$ cat src/rtl/morse_pkg.sv
// Shared definitions for the Morse keyer: symbol codes, FSM state type and helpers.
package morse_pkg;

  localparam logic [2:0] SYM_DOT  = 3'b001;
  localparam logic [2:0] SYM_DASH = 3'b010;
  localparam logic [2:0] SYM_CHAR = 3'b011;
  localparam logic [2:0] SYM_WORD = 3'b100;

  typedef enum logic [1:0] {
    IDLE  = 2'd0,
    MARK  = 2'd1,
    GAP   = 2'd2,
    SPACE = 2'd3
  } state_t;

  function automatic logic is_valid_sym(input logic [2:0] code);
    return (code == SYM_DOT) || (code == SYM_DASH) ||
           (code == SYM_CHAR) || (code == SYM_WORD);
  endfunction

  // Largest element length in units; sizes the unit counter.
  function automatic int max_units(input int a, input int b, input int c, input int d);
    int m;
    m = 1;
    if (a > m) m = a;
    if (b > m) m = b;
    if (c > m) m = c;
    if (d > m) m = d;
    return m;
  endfunction

endpackage

$ cat src/rtl/morse_keyer_if.sv
// Symbol input channel of the Morse keyer.
// A symbol transfers on every clk edge where sym_valid && sym_ready; sym_ready never depends on sym_valid.
interface morse_keyer_if;
  logic       sym_valid;
  logic [2:0] sym_code;
  logic       sym_ready;

  modport master (output sym_valid, output sym_code, input sym_ready);
  modport slave  (input sym_valid, input sym_code, output sym_ready);
endinterface

$ cat src/rtl/morse_unit_timer.sv
// Element timer: a prescaler of UNIT_CYCLES cycles per unit and a down-counting unit counter.
// o_final marks the last cycle of the loaded element.
module morse_unit_timer #(
  parameter int UNIT_CYCLES = 1000,
  parameter int UW          = 3
) (
  input  logic          clk,
  input  logic          rst,
  input  logic          i_load,
  input  logic [UW-1:0] i_units,
  output logic          o_final
);

  localparam int PW = $clog2(UNIT_CYCLES + 1);
  localparam logic [PW-1:0] PRE_LAST = PW'(UNIT_CYCLES - 1);

  logic [PW-1:0] r_pre;
  logic [UW-1:0] r_units;
  logic          w_unit_end;

  assign w_unit_end = (r_pre == PRE_LAST);
  assign o_final    = w_unit_end && (r_units == UW'(1));

  // Counting stops once the unit counter reaches zero, so nothing wraps inside an element.
  always_ff @(posedge clk or negedge rst) begin
    if (!rst) begin
      r_pre   <= '0;
      r_units <= '0;
    end else if (i_load) begin
      r_pre   <= '0;
      r_units <= i_units;
    end else if (r_units != '0) begin
      if (w_unit_end) begin
        r_pre   <= '0;
        r_units <= r_units - UW'(1);
      end else begin
        r_pre <= r_pre + PW'(1);
      end
    end
  end

endmodule

$ cat src/rtl/morse_keyer.sv
// Morse keyer top: turns dot/dash/char/word symbols into a timed key waveform.
// Optional sidetone generator enabled by defining MORSE_KEYER_SIDETONE_EN.
module morse_keyer
  import morse_pkg::*;
#(
  parameter int UNIT_CYCLES = 1000,
  parameter int DASH_UNITS  = 3,
  parameter int GAP_UNITS   = 1,
  parameter int CHAR_UNITS  = 2,
  parameter int WORD_UNITS  = 6,
  parameter int TONE_HALF   = 8
) (
  input  logic          clk,
  input  logic          rst,
  morse_keyer_if.slave  sym,
  output logic          key,
  output logic [2:0]    cur_code,
  output logic          busy,
  output logic          err,
  output logic          tone,
  output state_t        o_dbg_state
);

  localparam int MAX_U = max_units(DASH_UNITS, GAP_UNITS, CHAR_UNITS, WORD_UNITS);
  localparam int UW    = $clog2(MAX_U + 1);

  state_t        r_state;
  logic          r_key;
  logic [2:0]    r_cur;
  logic          r_err;

  logic          w_final;
  logic          w_ready;
  logic          w_accept;
  logic          w_load;
  logic [UW-1:0] w_load_units;

  assign w_ready  = (r_state == IDLE) ||
                    (((r_state == GAP) || (r_state == SPACE)) && w_final);
  assign w_accept = sym.sym_valid && w_ready;

  // Timer reload: element length of an accepted symbol, or the trailing gap after a mark.
  always_comb begin
    w_load       = 1'b0;
    w_load_units = '0;
    if (w_accept) begin
      case (sym.sym_code)
        SYM_DOT:  begin w_load = 1'b1; w_load_units = UW'(1);          end
        SYM_DASH: begin w_load = 1'b1; w_load_units = UW'(DASH_UNITS); end
        SYM_CHAR: begin w_load = 1'b1; w_load_units = UW'(CHAR_UNITS); end
        SYM_WORD: begin w_load = 1'b1; w_load_units = UW'(WORD_UNITS); end
        default:  begin w_load = 1'b0; w_load_units = '0;              end
      endcase
    end else if ((r_state == MARK) && w_final) begin
      w_load       = 1'b1;
      w_load_units = UW'(GAP_UNITS);
    end
  end

  morse_unit_timer #(
    .UNIT_CYCLES (UNIT_CYCLES),
    .UW          (UW)
  ) u_timer (
    .clk     (clk),
    .rst     (rst),
    .i_load  (w_load),
    .i_units (w_load_units),
    .o_final (w_final)
  );

  always_ff @(posedge clk or negedge rst) begin
    if (!rst) begin
      r_state <= IDLE;
      r_key   <= 1'b0;
      r_cur   <= '0;
      r_err   <= 1'b0;
    end else begin
      r_err <= 1'b0;
      case (r_state)
        MARK: begin
          if (w_final) begin
            r_state <= GAP;
            r_key   <= 1'b0;
            r_cur   <= '0;
          end
        end
        default: begin
          if (w_accept) begin
            if (is_valid_sym(sym.sym_code)) begin
              r_cur <= sym.sym_code;
              if ((sym.sym_code == SYM_DOT) || (sym.sym_code == SYM_DASH)) begin
                r_state <= MARK;
                r_key   <= 1'b1;
              end else begin
                r_state <= SPACE;
              end
            end else begin
              // Invalid codes are swallowed; the keyer drops back to idle.
              r_err   <= 1'b1;
              r_state <= IDLE;
              r_cur   <= '0;
            end
          end else if ((r_state != IDLE) && w_final) begin
            r_state <= IDLE;
            r_cur   <= '0;
          end
        end
      endcase
    end
  end

  assign sym.sym_ready = w_ready;
  assign key           = r_key;
  assign cur_code      = r_cur;
  assign busy          = (r_state != IDLE);
  assign err           = r_err;
  assign o_dbg_state   = r_state;

`ifdef MORSE_KEYER_SIDETONE_EN
  localparam int TW = $clog2(TONE_HALF + 1);

  logic [TW-1:0] r_tdiv;
  logic          r_tone;

  // Divider idles cleared while the key is up, so each mark starts with tone low.
  always_ff @(posedge clk or negedge rst) begin
    if (!rst) begin
      r_tdiv <= '0;
      r_tone <= 1'b0;
    end else if (!r_key) begin
      r_tdiv <= '0;
      r_tone <= 1'b0;
    end else if (r_tdiv == TW'(TONE_HALF - 1)) begin
      r_tdiv <= '0;
      r_tone <= ~r_tone;
    end else begin
      r_tdiv <= r_tdiv + TW'(1);
    end
  end

  assign tone = r_tone & r_key;
`else
  assign tone = 1'b0;
`endif

endmodule
$ cat src/flat_wrapper.sv
// flat-port wrapper written by rule: the top's interface ports become plain ports
module morse_keyer_flat import morse_pkg::*;
#(
  parameter int UNIT_CYCLES = 1000,
  parameter int DASH_UNITS  = 3,
  parameter int GAP_UNITS   = 1,
  parameter int CHAR_UNITS  = 2,
  parameter int WORD_UNITS  = 6,
  parameter int TONE_HALF   = 8
)
  (clk, rst, key, cur_code, busy, err, tone, o_dbg_state, sym_sym_valid, sym_sym_code, sym_sym_ready);
  morse_keyer_if sym_i ();
  input  logic clk;
  input  logic rst;
  output logic key;
  output logic [2:0] cur_code;
  output logic busy;
  output logic err;
  output logic tone;
  output state_t o_dbg_state;
  input wire logic [$bits(sym_i.sym_valid)-1:0] sym_sym_valid;
  input wire logic [$bits(sym_i.sym_code)-1:0] sym_sym_code;
  output wire logic [$bits(sym_i.sym_ready)-1:0] sym_sym_ready;
  assign sym_i.sym_valid = sym_sym_valid;
  assign sym_i.sym_code = sym_sym_code;
  assign sym_sym_ready = sym_i.sym_ready;
  morse_keyer #(.UNIT_CYCLES(UNIT_CYCLES), .DASH_UNITS(DASH_UNITS), .GAP_UNITS(GAP_UNITS), .CHAR_UNITS(CHAR_UNITS), .WORD_UNITS(WORD_UNITS), .TONE_HALF(TONE_HALF)) u_core (.clk(clk), .rst(rst), .sym(sym_i), .key(key), .cur_code(cur_code), .busy(busy), .err(err), .tone(tone), .o_dbg_state(o_dbg_state));
endmodule
$ cat config.mk
export PLATFORM = sky130hd
export DESIGN_NAME = morse_keyer_flat
export DESIGN_NICKNAME = d
export VERILOG_FILES = /design/src/rtl/morse_pkg.sv /design/src/rtl/morse_keyer_if.sv /design/src/rtl/morse_unit_timer.sv /design/src/rtl/morse_keyer.sv /design/src/flat_wrapper.sv
export SDC_FILE = /design/constraint.sdc
export NUM_CORES = 1
export LEC_CHECK = 0
export CAP_MARGIN = 20
export CORE_ASPECT_RATIO = 1.1
export CORE_MARGIN = 8
export CORE_UTILIZATION = 50
export CTS_BUF_LIST = sky130_fd_sc_hd__clkbuf_2
export CTS_CLUSTER_SIZE = 40
export DETAILED_ROUTE_END_ITERATION = 10
export GPL_TIMING_DRIVEN = 0
export PLACE_DENSITY = 0.77
export SYNTH_ARGS = -nofsm -noshare
export SYNTH_HDL_FRONTEND = slang
export SYNTH_HIERARCHICAL = 1
export SYNTH_SLANG_ARGS = --single-unit
$ cat constraint.sdc
create_clock -name clk -period 3 [get_ports clk]
set_clock_uncertainty 0.2 [all_clocks]
set_input_delay 0.75 -clock clk [delete_from_list [all_inputs] [get_ports clk]]
set_output_delay 0.75 -clock clk [all_outputs]
set_load 0.02 [all_outputs]
==> results.toml <==
[run]
drv_cap = 0

[floorplanning]
start_util = 0.528
die_y_um = 66.9
die_w_um = 62.3
std_cell_rows = 18
ioPinCount = 16
dieArea_um2 = 4170
core-area_um2 = 2230

[logic_synthesis]
synth-seq-cells = 20
yosys.area.top_type = "dfrtp_1"
yosysMostFrequentCell = "dfrtp_1"
ys_types = 39
synth_edf_count = 0
synthTopCellsByArea = "dfrtp_1 (43%), xnor2_1 (5.2%), ha_1 (4.3%), nand2_1 (4.1%), nand2b_1 (3.2%)"
synthArstFlopShare = 1.00
yosys_warnings = 6
avgSynthCellArea_um2 = 9.81
synth_ff_type = "dfrtp_1"
ys_seq_area_frac = 0.425
netlist_area_um2 = 1180
synth_top_cell_area_share = 0.425
synth_commonest_cells = "dfrtp_1 (20), nand2_1 (13), nor2_1 (10)"
synth_nets = 130
synthCells = 120

[power_and_ir_drop]
power.leakage_nw = 0.651
power_density_nw_per_um2 = 270
peakVddDrop_v = 0.000252
power_mw = 0.397

[sta]
fmax_mhz = 346
max-slew-margin-rel = 0.404
worstMarginPinSlew_ns = 0.892
hold_violations = 0
period_share = 0.963
final-setup-viol-count = 0
period_needed_ns = 2.89
slew_violations = 0

[placed_design]
io_buffers = 14
placedCellCount = 164
gp_congestion = 0.806
dp_hpwl_um = 1820

[routing]
route.vias.total = 965
drt_iter0_markers = 20
routed_wl_um = 2490
dr.pass1.iters = 4
drc = 0
drt-wirelength-per-cell_um = 14.2
highest_layer = "met4"
wl_met1_um = 1080
wl_met3_um = 74
via_per_inst = 5.51
wl_met2_um = 1310
ant_nets = 0

[clock_network]
path_clk_slew_ns = 0.17
clockBufferDepth = 2
cts_buffers = 3
clock-sinks = 20
cts_tree = "yes"
root_buffer = "clkbuf_2"
htreeDepth = 1
clk_latency_ns = 0.30
ctsHoldBuffers = 0

[worst_hold_path]
hold_depth = 2
min_from = "u_core/key"
worstHoldEndpoint = "u_core/key"
min_path_type = "reg2reg"

[global_routing]
track_usage = 0.125
grt_overflow = 0
grt_max_degree = 21
first_global_vias = 1034
grt_antenna_before_repair = 0
grt_pass1_wl_um = 4320

[cells_and_area]
area_delta_synth_final_pct = 24.7
stdcell_count = 175
drive_above_1_share = 0.221
diodes = 0
fin_nets = 157

[critical_path]
worstSetupEndpointType = "output port"
slowest_delay_ns = 0.40
r2r_setup_slack_ns = 0.18
crit_arrival_ns = 1.94
crit_slowest_cell = "dfrtp_1"
cp-start-kind = "flop"
cp.required_ns = 2.05
path_cells = "ha_2 -> and4bb_4 -> nand3_4 -> nor3b_4 -> nand2b_4 -> and2_1 -> buf_4"
rr_startpoint = "u_core/u_timer/r_pre[1]"
rr_endpoint = "u_core/u_timer/r_pre[9]"
critPathKind = "reg2out"
reg2reg_depth = 11
critPathMaxFanout = 4

[run_status]
run_status = "complete, no violations"
## critical path, delay by kind of cell, from the launching register on
family	cells	cell delay (ns)
buffers and inverters	1	0.14
flip-flops	1	0.40
AND/OR/NAND/NOR	5	0.90
adder cells (fa/ha/maj)	1	0.21
## worst max-delay path by stage
stage	start	to	slack (ns)	depth (start not counted)
2_1_floorplan	u_core/u_timer/r_pre[0]	u_core/u_timer/r_units[1]	0.02	9
3_3_place_gp	u_core/u_timer/r_pre[0]	u_core/u_timer/r_pre[3]	-0.40	10
3_5_place_dp	u_core/u_timer/r_pre[0]	u_core/u_timer/r_pre[4]	-0.43	10
4_1_cts	u_core/u_timer/r_pre[1]	sym_sym_ready	0.009	7
5_1_grt	u_core/u_timer/r_pre[1]	sym_sym_ready	-0.02	7
6_report	u_core/u_timer/r_pre[1]	sym_sym_ready	0.11	7
## power by group
part | internal [mW] | leakage (nW) | switching, mW
clock network | 0.0273 | 0.0125 | 0.0747
logic | 0.0111 | 0.406 | 0.0137
registers | 0.270 | 0.232 | 0
total | 0.308 | 0.651 | 0.0884
## routing by layer
layer,vias to the layer above,track usage
met5,-,0
met4,0,0.0627
met3,4,0.0252
met2,21,0.239
met1,472,0.127
li1,468,-
## sequential cells by signal, summed over array words and instances, names as in the netlist
signal,cells
u_core/u_timer/r_pre,10
u_core/cur_code,3
u_core/u_timer/r_units,3
u_core/o_dbg_state,2
u_core/err,1
u_core/key,1
## layout by cell type, fill, tap and decap left out, drive strengths merged
master	count
dfrtp	20
clkdlybuf4s50	13
nand2	13
nor2	11
buf	10
xnor2	7
nand2b	6
nand3	6
a21oi	5
inv	5
clkbuf	4
nand4	4
o21ai	4
ha	4
xor2	3
nor2b	3
mux2i	3
o211ai	3
nor4	3
nor3b	3
nor3	2
or3b	1
nand3b	1
and2b	1
or2	1
and2	1
o21a	1
o22ai	1
conb	1
and4	1
and4bb	1
nor4b	1
a221o	1
mux2	1
## layout make-up
class / instances / area, um^2
Tap cell: 30 / 37.5
Clock buffer: 3 / 15.0
Multi-Input combinational cell: 93 / 684
Sequential cell: 20 / 502
Fill cell: 174 / 762
Timing Repair Buffer: 22 / 198
Inverter: 5 / 18.8
Buffer: 2 / 12.5
## logic make-up (layout without fill, tap and decap cells)
kind of cell	count (synthesis)	count (layout)	synth area share
other	1	1	0.00319
muxes	4	4	0.0351
DFF	20	20	0.425
buffers and inverters	7	32	0.0255
adders and majority gates	4	4	0.0425
xor gates and xnor gates	10	10	0.0744
and+or+nand+nor	59	59	0.312
AOI/OAI and AO/OA	15	15	0.0818
## per-stage QoR
step | util | setup TNS (ns) | hold slack, ns | cell area (um^2) | setup slack (ns)
floorplan | - | 0 | 0.254 | 1180 | 0.0214
global placement | 0.608 | -3.95 | 0.267 | 1360 | -0.400
detailed placement | 0.608 | -4.29 | 0.271 | 1360 | -0.427
CTS | 0.633 | 0 | 0.324 | 1410 | 0.00869
global route | 0.658 | -0.0154 | 0.351 | 1470 | -0.0154
finish | 0.658 | 0 | 0.328 | 1470 | 0.112
## timing repair
action                                  4_1_cts  5_1_grt
endpoints found under the setup margin       14        9
pin swaps                                     1        2
endpoints found under the hold margin         0        0
resized for setup                            11        4
buffers inserted                              3        5
Note: power is estimated with default switching activity, not from simulation.
